==> src/rtl/rom_region_loader.sv <==
// Routes the byte-serial ROM download to NREG regions, packing BYTES-wide words; one word write 1 cycle after its last byte.
// No backpressure: one byte per cycle is always accepted; out-of-sequence bytes are dropped and flagged.
module rom_region_loader #(
  parameter int                  NREG        = 8,
  parameter int                  BYTES       = 1,
  parameter int                  AW          = 16,
  parameter logic [NREG*25-1:0]  REGION_BASE = '0,
  parameter logic [NREG*25-1:0]  REGION_SIZE = '0
) (
  input  logic                  CLK,
  input  logic                  RESET_N,
  input  logic                  IOCTL_DOWNLOAD,
  input  logic                  IOCTL_WR,
  input  logic [24:0]           IOCTL_ADDR,
  input  logic [7:0]            IOCTL_DATA,
  output logic [NREG-1:0]       ROM_WR,
  output logic [AW-1:0]         ROM_ADDR,
  output logic [8*BYTES-1:0]    ROM_DATA,
  output logic [NREG-1:0]       REGION_FULL,
  output logic                  LOAD_DONE,
  output logic                  LOAD_ERR
);

  localparam int IW = (NREG > 1) ? $clog2(NREG) : 1;
  localparam int LB = $clog2(BYTES);

  typedef enum logic [1:0] {S_IDLE, S_LOAD, S_DONE} state_t;

  state_t                  r_state;
  state_t                  w_state_nxt;
  logic                    r_dl_q;
  logic                    w_rise;
  logic                    w_start;
  logic                    w_finish;
  logic                    w_byte;

  logic [24:0]             r_exp;
  logic                    r_err;
  logic                    r_load_err;
  logic [BYTES-1:0][7:0]   r_buf;
  logic [BYTES-1:0][7:0]   w_word;
  logic [24:0]             r_cnt [NREG];
  logic [24:0]             w_base [NREG];
  logic [24:0]             w_size [NREG];

  logic [NREG-1:0]         r_rom_wr;
  logic [AW-1:0]           r_rom_addr;
  logic [8*BYTES-1:0]      r_rom_data;

  logic                    w_hit;
  logic [IW-1:0]           w_idx;
  logic [24:0]             w_off;
  logic [24:0]             w_lane;
  logic                    w_last;
  logic                    w_seq_ok;
  logic [AW-1:0]           w_waddr;

  // r_dl_q resets high so a download already asserted at reset release is not a rise.
  assign w_rise = IOCTL_DOWNLOAD & ~r_dl_q;

  for (genvar g = 0; g < NREG; g++) begin : g_region
    assign w_base[g]      = REGION_BASE[25*g +: 25];
    assign w_size[g]      = REGION_SIZE[25*g +: 25];
    assign REGION_FULL[g] = (r_cnt[g] == w_size[g]);
  end

  always_ff @(posedge CLK or negedge RESET_N) begin
    if (!RESET_N) begin
      r_state <= S_IDLE;
    end else begin
      r_state <= w_state_nxt;
    end
  end

  always_comb begin
    w_state_nxt = r_state;
    w_start     = 1'b0;
    w_finish    = 1'b0;
    w_byte      = 1'b0;
    case (r_state)
      S_IDLE, S_DONE: begin
        if (w_rise) begin
          w_state_nxt = S_LOAD;
          w_start     = 1'b1;
        end
      end
      S_LOAD: begin
        if (!IOCTL_DOWNLOAD) begin
          w_state_nxt = S_DONE;
          w_finish    = 1'b1;
        end else begin
          w_byte = IOCTL_WR;
        end
      end
      default: w_state_nxt = S_IDLE;
    endcase
  end

  always_comb begin
    w_hit = 1'b0;
    w_idx = '0;
    w_off = '0;
    for (int i = 0; i < NREG; i++) begin
      if (!w_hit && (IOCTL_ADDR >= w_base[i]) &&
          ({1'b0, IOCTL_ADDR} < ({1'b0, w_base[i]} + {1'b0, w_size[i]}))) begin
        w_hit = 1'b1;
        w_idx = IW'(i);
        w_off = IOCTL_ADDR - w_base[i];
      end
    end
  end

  assign w_lane   = w_off & 25'(BYTES - 1);
  assign w_last   = (w_lane == 25'(BYTES - 1));
  assign w_seq_ok = (IOCTL_ADDR == r_exp);
  assign w_waddr  = AW'(w_off >> LB);

  always_comb begin
    w_word = r_buf;
    for (int b = 0; b < BYTES; b++) begin
      if (w_lane == 25'(b)) begin
        w_word[b] = IOCTL_DATA;
      end
    end
  end

  always_ff @(posedge CLK or negedge RESET_N) begin
    if (!RESET_N) begin
      r_dl_q     <= 1'b1;
      r_exp      <= '0;
      r_err      <= 1'b0;
      r_load_err <= 1'b0;
      r_buf      <= '0;
      r_rom_wr   <= '0;
      r_rom_addr <= '0;
      r_rom_data <= '0;
      for (int i = 0; i < NREG; i++) begin
        r_cnt[i] <= '0;
      end
    end else begin
      r_dl_q   <= IOCTL_DOWNLOAD;
      r_rom_wr <= '0;
      if (w_start) begin
        r_exp      <= '0;
        r_err      <= 1'b0;
        r_load_err <= 1'b0;
        r_buf      <= '0;
        for (int i = 0; i < NREG; i++) begin
          r_cnt[i] <= '0;
        end
      end else if (w_finish) begin
        // A trailing partial word leaves its region short, which shows up here.
        r_load_err <= r_err | ~(&REGION_FULL);
      end else if (w_byte) begin
        if (!w_seq_ok) begin
          r_err <= 1'b1;
        end else begin
          r_exp <= r_exp + 25'd1;
          if (w_hit) begin
            r_buf <= w_word;
            if (r_cnt[w_idx] != w_size[w_idx]) begin
              r_cnt[w_idx] <= r_cnt[w_idx] + 25'd1;
            end
            if (w_last) begin
              r_rom_wr   <= NREG'(1) << w_idx;
              r_rom_addr <= w_waddr;
              r_rom_data <= w_word;
            end
          end
        end
      end
    end
  end

  assign ROM_WR    = r_rom_wr;
  assign ROM_ADDR  = r_rom_addr;
  assign ROM_DATA  = r_rom_data;
  assign LOAD_DONE = (r_state == S_DONE);
  assign LOAD_ERR  = r_load_err;

endmodule

==> config.mk <==
export PLATFORM = sky130hd
export DESIGN_NAME = rom_region_loader
export DESIGN_NICKNAME = d
export VERILOG_FILES = /design/src/rtl/rom_region_loader.sv
export SDC_FILE = /design/constraint.sdc
export NUM_CORES = 1
export LEC_CHECK = 0
export ABC_CLOCK_PERIOD_IN_PS = 5000
export BUFFER_PORTS_ARGS = -buffer_cell sky130_fd_sc_hd__buf_2
export CORE_ASPECT_RATIO = 2
export CORE_MARGIN = 2
export CORE_UTILIZATION = 54
export CTS_CLUSTER_DIAMETER = 100
export CTS_CLUSTER_SIZE = 16
export DETAILED_ROUTE_END_ITERATION = 12
export GPL_ROUTABILITY_DRIVEN = 0
export PLACE_DENSITY = 0.86
export SYNTH_ARGS = -nofsm -noshare
export SYNTH_HDL_FRONTEND = slang
export SYNTH_SLANG_ARGS = --single-unit
==> constraint.sdc <==
create_clock -name CLK -period 5 [get_ports CLK]
set_input_delay 1 -clock CLK [delete_from_list [all_inputs] [get_ports CLK]]
set_output_delay 1 -clock CLK [all_outputs]
set_load 0.01 [all_outputs]
# Yosys cells after proc, flatten, opt, wreduce, memory -nomap -nowiden
# Memories as Yosys holds them, arrays and structs flattened.
# Index checks and enable logic that the tools add are counted.
# totals
mem_count	1
rom_bits	200
ff_bits	262
inputBits	37
# mem_list
memory	words	width	rd	rd_ports_with_merged_regs	write_ports	line_no	rtl
(name not given)	8	25	1	0	0	161	if (r_cnt[w_idx] != w_size[w_idx]) begin
# classes
bitwise_logic	7
reduce_logical	44
add_sub_neg	2
order_cmp	4
n_mux	61
n_shift	1
n_eq_ne	8
# op_table
operator	n
$mux W200	6
$mux W25	9
$bwmux W200	1
$logic_not A25 Y1	8
$mux W16	8
$bmux W25 S3	1
$demux W25 S3	1
$add A25 B1 Y25 const B	2
$mux W8	5
$eq A25 B25 Y1	1
$ge A25 B1 Y1 const B	1
$lt A25 B1 Y1 const B	1
$ne A25 B25 Y1	1
$mux W1	21
$mux W3	6
$logic_and A1 B1 Y1	16
$reduce_and A5 Y1	2
$reduce_bool A2 Y1	5
$ne A2 B2 Y1 const B	4
$reduce_and A8 Y1	1
$shl A1 B3 Y8 const A	1
$logic_not A1 Y1	7
$reduce_and A3 Y1	2
$ge A4 B4 Y1 const B	1
other kinds (12)	16

# Depth between registers and ports, before layout
# logic_depth
ltp_word	43
ltp_mapped	9
mapped_depth_nobuf	7

# Worst setup path after synthesis
# OpenSTA, ideal clock, no wires.
# synth_path
kind	input -> register
start	input IOCTL_ADDR[10]
end	register r_exp[21]
setup_ps	78
cell_stages	6
path_slack_ps	2258
required_ps	4922
arrival_ps	2664
cell_sequence	xor2_1 -> nor4_2 -> nand4_4 -> or2_4 -> or4b_1 -> a21oi_1
# synth_between
elab_chain_len	3
# synth_rtl
item	line_no	rtl
start: declaration	14	input logic [24:0] IOCTL_ADDR,
$eq A25 B25 Y1	115	assign w_seq_ok = (IOCTL_ADDR == r_exp);
$reduce_bool A2 Y1 (no line)	-	
$reduce_and A3 Y1 (no line)	-	
end signal: assignment	158	r_exp <= r_exp + 25'd1;
end: declaration	37	logic [24:0] r_exp;
# No other way between the ends.
# A chain may end at the register's enable or synchronous reset.

# Worst setup path after layout
# layout_path
start	input IOCTL_ADDR[19]
end	register r_exp[20]
# The elaborated chain is that of the path after synthesis.

==> results.yml <==
outcome:
  status: "completed"
detailed_routing:
  firstDrtPassIters: 4
  vias: 1801
  drtIter0Drc: 53
  via_per_inst: 5.360
  avgRoutedWirePerCell_um: 13.97
  route.detailed.drc: 0
  antenna_left: 0
  routed_wl_mm: 4.693
global_routing:
  grt_max_degree: 31
  grt_overflow_total: 0
  antenna_found_initial: 0
  grt_pass1_wl_mm: 7.838
  grt_usage_pct: 21.94
  first_global_vias: 1737
power:
  p_sw_share_pct: 26.29
  seqPwrFrac_pct: 49.0
  ir_worst_vdd_mv: 0.2321
  p_switching_mw: 0.1355
  p_per_area_nw_per_um2: 220.8
  pwr-share-clk_pct: 38.6
  p_leak_nw: 1.168
  p_int_mw: 0.3801
  p_total_mw: 0.5156
  pwr-share-comb_pct: 12.4
synth:
  synth_top_flop_cell: "dfrtp_1"
  yosysWarningCount: 0
  synth.area.top_cells: "dfrtp_1 (33%), buf_4 (13%), xor2_1 (9.8%)"
  synth-compound-area-share_pct: 6.839
  synth_top_family_by_area: "simple AND/OR/NAND/NOR gates"
  yosys.area_share.simple_pct: 25.17
  syn_avg_cell_area_um2: 8.685
  synthMuxAreaShare_pct: 2.242
  async_reset_ff_share_pct: 100.0
  synth.most_common_cell: "buf_4"
  ys_top_cells_by_count: "buf_4 (40), dfrtp_1 (29), xor2_1 (25)"
  yosysTopAreaCellShare_pct: 32.51
  syn_inst: 257
  synth_area_um2: 2232
  yosysTopAreaCell: "dfrtp_1"
  synth_xor_area_share_pct: 14.13
  ys_seq_elements: 30
  synth_cell_types: 40
  yosysSeqAreaShare_pct: 33.69
  synthAdderAreaFrac_pct: 0.5605
  synth_edf_count: 0
floorplan:
  die_x_um: 49.46
  rows: 33
  ios: 79
  fp.dieH_um: 94.93
  coreArea_um2: 4046
  start_util_pct: 55.16
  die_area_um2: 4695
clock_network:
  hold_buffers: 0
  clk_pin_slew_worst_paths_ns: 0.06
  htreeDepth: 2
  cts_root_buf: "clkbuf_8"
  clock_latency_ns: 0.28
  clkSinkCount: 30
  cts_made_buffers: 5
  ctsResizeCount: 0
  clockBufferDepth: 2
  cts_tree: "built"
  cts_setup_buffers: 0
sta:
  fin_crit_ns: 3.255
  period_share_pct: 65.09
  holdWs_ns: 0.5206
  clock_skew_ns: 0.01030
  hold_violations: 0
  report.final.slew_viol_count: 0
  slew_headroom_pct: 47.43
  rsz0062_at_grt: "false"
  finalSetupTns_ns: 0
  fmax_ghz: 0.3073
  finalSetupViolations: 0
  worst_slew_pin_slew_ns: 0.7856
critical_path:
  r2r.worst_path.cells: 6
  crit_type: "in2reg"
  critPathRequiredTime_ns: 5.21
  cp_cell_sequence: "buf_2 -> xor2_1 -> nor4_1 -> nand4_1 -> nor2_1 -> and4_1 -> mux2i_1"
  critPathMaxFanout: 13
  critPathLaunch: "IOCTL_ADDR[19]"
  worst_ep_arrival_time_ns: 3.47
  rrSetupSlack_ns: 2.11
  crit_slowest_cell: "nor2_1"
  r2r_end: "r_exp[20]$_DFFE_PN0P_"
  timing.rr.start: "r_exp[20]$_DFFE_PN0P_"
  setup.worst_path.end_class: "flop"
  critical-path-max-stage-delay_ns: 0.79
  start_kind: "input pin"
place:
  hpwl_mm: 3.524
  placedCellCount: 328
  numPortBuffers: 30
finish:
  layout.nets: 321
  syn_to_final_growth_pct: 4.596
  drive_above_1_share_pct: 17.25
  diodes: 0
  final_cells: 336
  fillCellCount: 402
  final_util_pct: 57.70
worst_hold_path:
  hold_end: "r_err$_DFFE_PN0P_"
  hold_path_class: "reg2reg"
  hold_depth: 2
  min_from: "r_err$_DFFE_PN0P_"
run:
  cap_violations: 0
## critical path, delay by kind of cell
kind / cells / cell delay, ns
AND/OR/NAND/NOR: 4 / 2.05
XOR/XNOR: 1 / 0.13
multiplexers: 1 / 0.17
buffers and inverters: 1 / 0.10
## power groups by stage
stage                     sequential, mW  combinational [mW]  clock, mW
after global placement             0.257              0.0625          0
after CTS                          0.253              0.0640      0.203
after global routing               0.253              0.0721      0.217
after detailed placement           0.257              0.0638          0
final                              0.253              0.0638      0.199
after floorplan                    0.256              0.0634          0
## metrics by stage
step / area, um2 / setup WS, ns
3_5_place_dp: 2243 / 1.498
4_1_cts: 2335 / 1.759
6_report: 2335 / 1.745
3_3_place_gp: 2243 / 1.507
2_1_floorplan: 2375 / 2.258
5_1_grt: 2335 / 1.551
## kinds of logic after synthesis
logic type	count (synthesis)
simple gates	103
fa+ha+maj	1
mux	5
compound gates	23
xor+xnor	36
other cells	2
buf+inv	57
flops	30
## sequential cells by signal, indices dropped and copies added, names as in the netlist
signal,count
r_state,2
LOAD_ERR,1
r_err,1
r_dl_q,1
r_exp,25
## placed cells by master (no fill, tap or decap), types with 2 or more instances in the layout
cell,instances
and2_1,3
conb_1,40
nand3_1,6
nor4_1,3
nor2_1,23
nor3_1,10
mux2i_1,5
xor2_1,25
inv_1,7
nor4_2,2
xnor2_1,11
and4_1,3
dfrtp_1,29
a31o_2,5
nand2_1,23
o41ai_1,2
buf_2,30
clkbuf_8,6
nand4_1,10
nand4b_1,2
a21oi_1,10
and3_1,4
o21ai_0,3
nand2b_1,5
## per-layer routing
metal  track usage (%)  up-vias  routed length (um)
met5                 0        -                   0
met4             14.81        0                 231
met3             3.797       20                 257
met2             39.98       79                2517
met1             22.32      859                1686
li1                  -      843                   -
## how the worst max path moves through the flow
stage          cells after the start               endpoint  slack, ns
2_1_floorplan                      6  r_exp[21]$_DFFE_PN0P_       2.26
3_3_place_gp                       7  r_exp[20]$_DFFE_PN0P_       1.51
3_5_place_dp                       7  r_exp[20]$_DFFE_PN0P_       1.50
4_1_cts                            7  r_exp[20]$_DFFE_PN0P_       1.76
5_1_grt                            7  r_exp[20]$_DFFE_PN0P_       1.55
6_report                           7  r_exp[20]$_DFFE_PN0P_       1.75
## cell type report
class                      count  area, um2  share of cell area (%)
timing repair buffer          31      157.7                   6.752
sequential                    30      752.0                   32.21
clock inverter                 1      5.005                  0.2144
tap                           52      65.06                   2.787
clock buffer                   7      86.33                   3.698
inverter                       7      26.28                   1.125
multi-input combinational    208       1242                   53.22
Note: power is estimated with default switching activity, not from simulation.
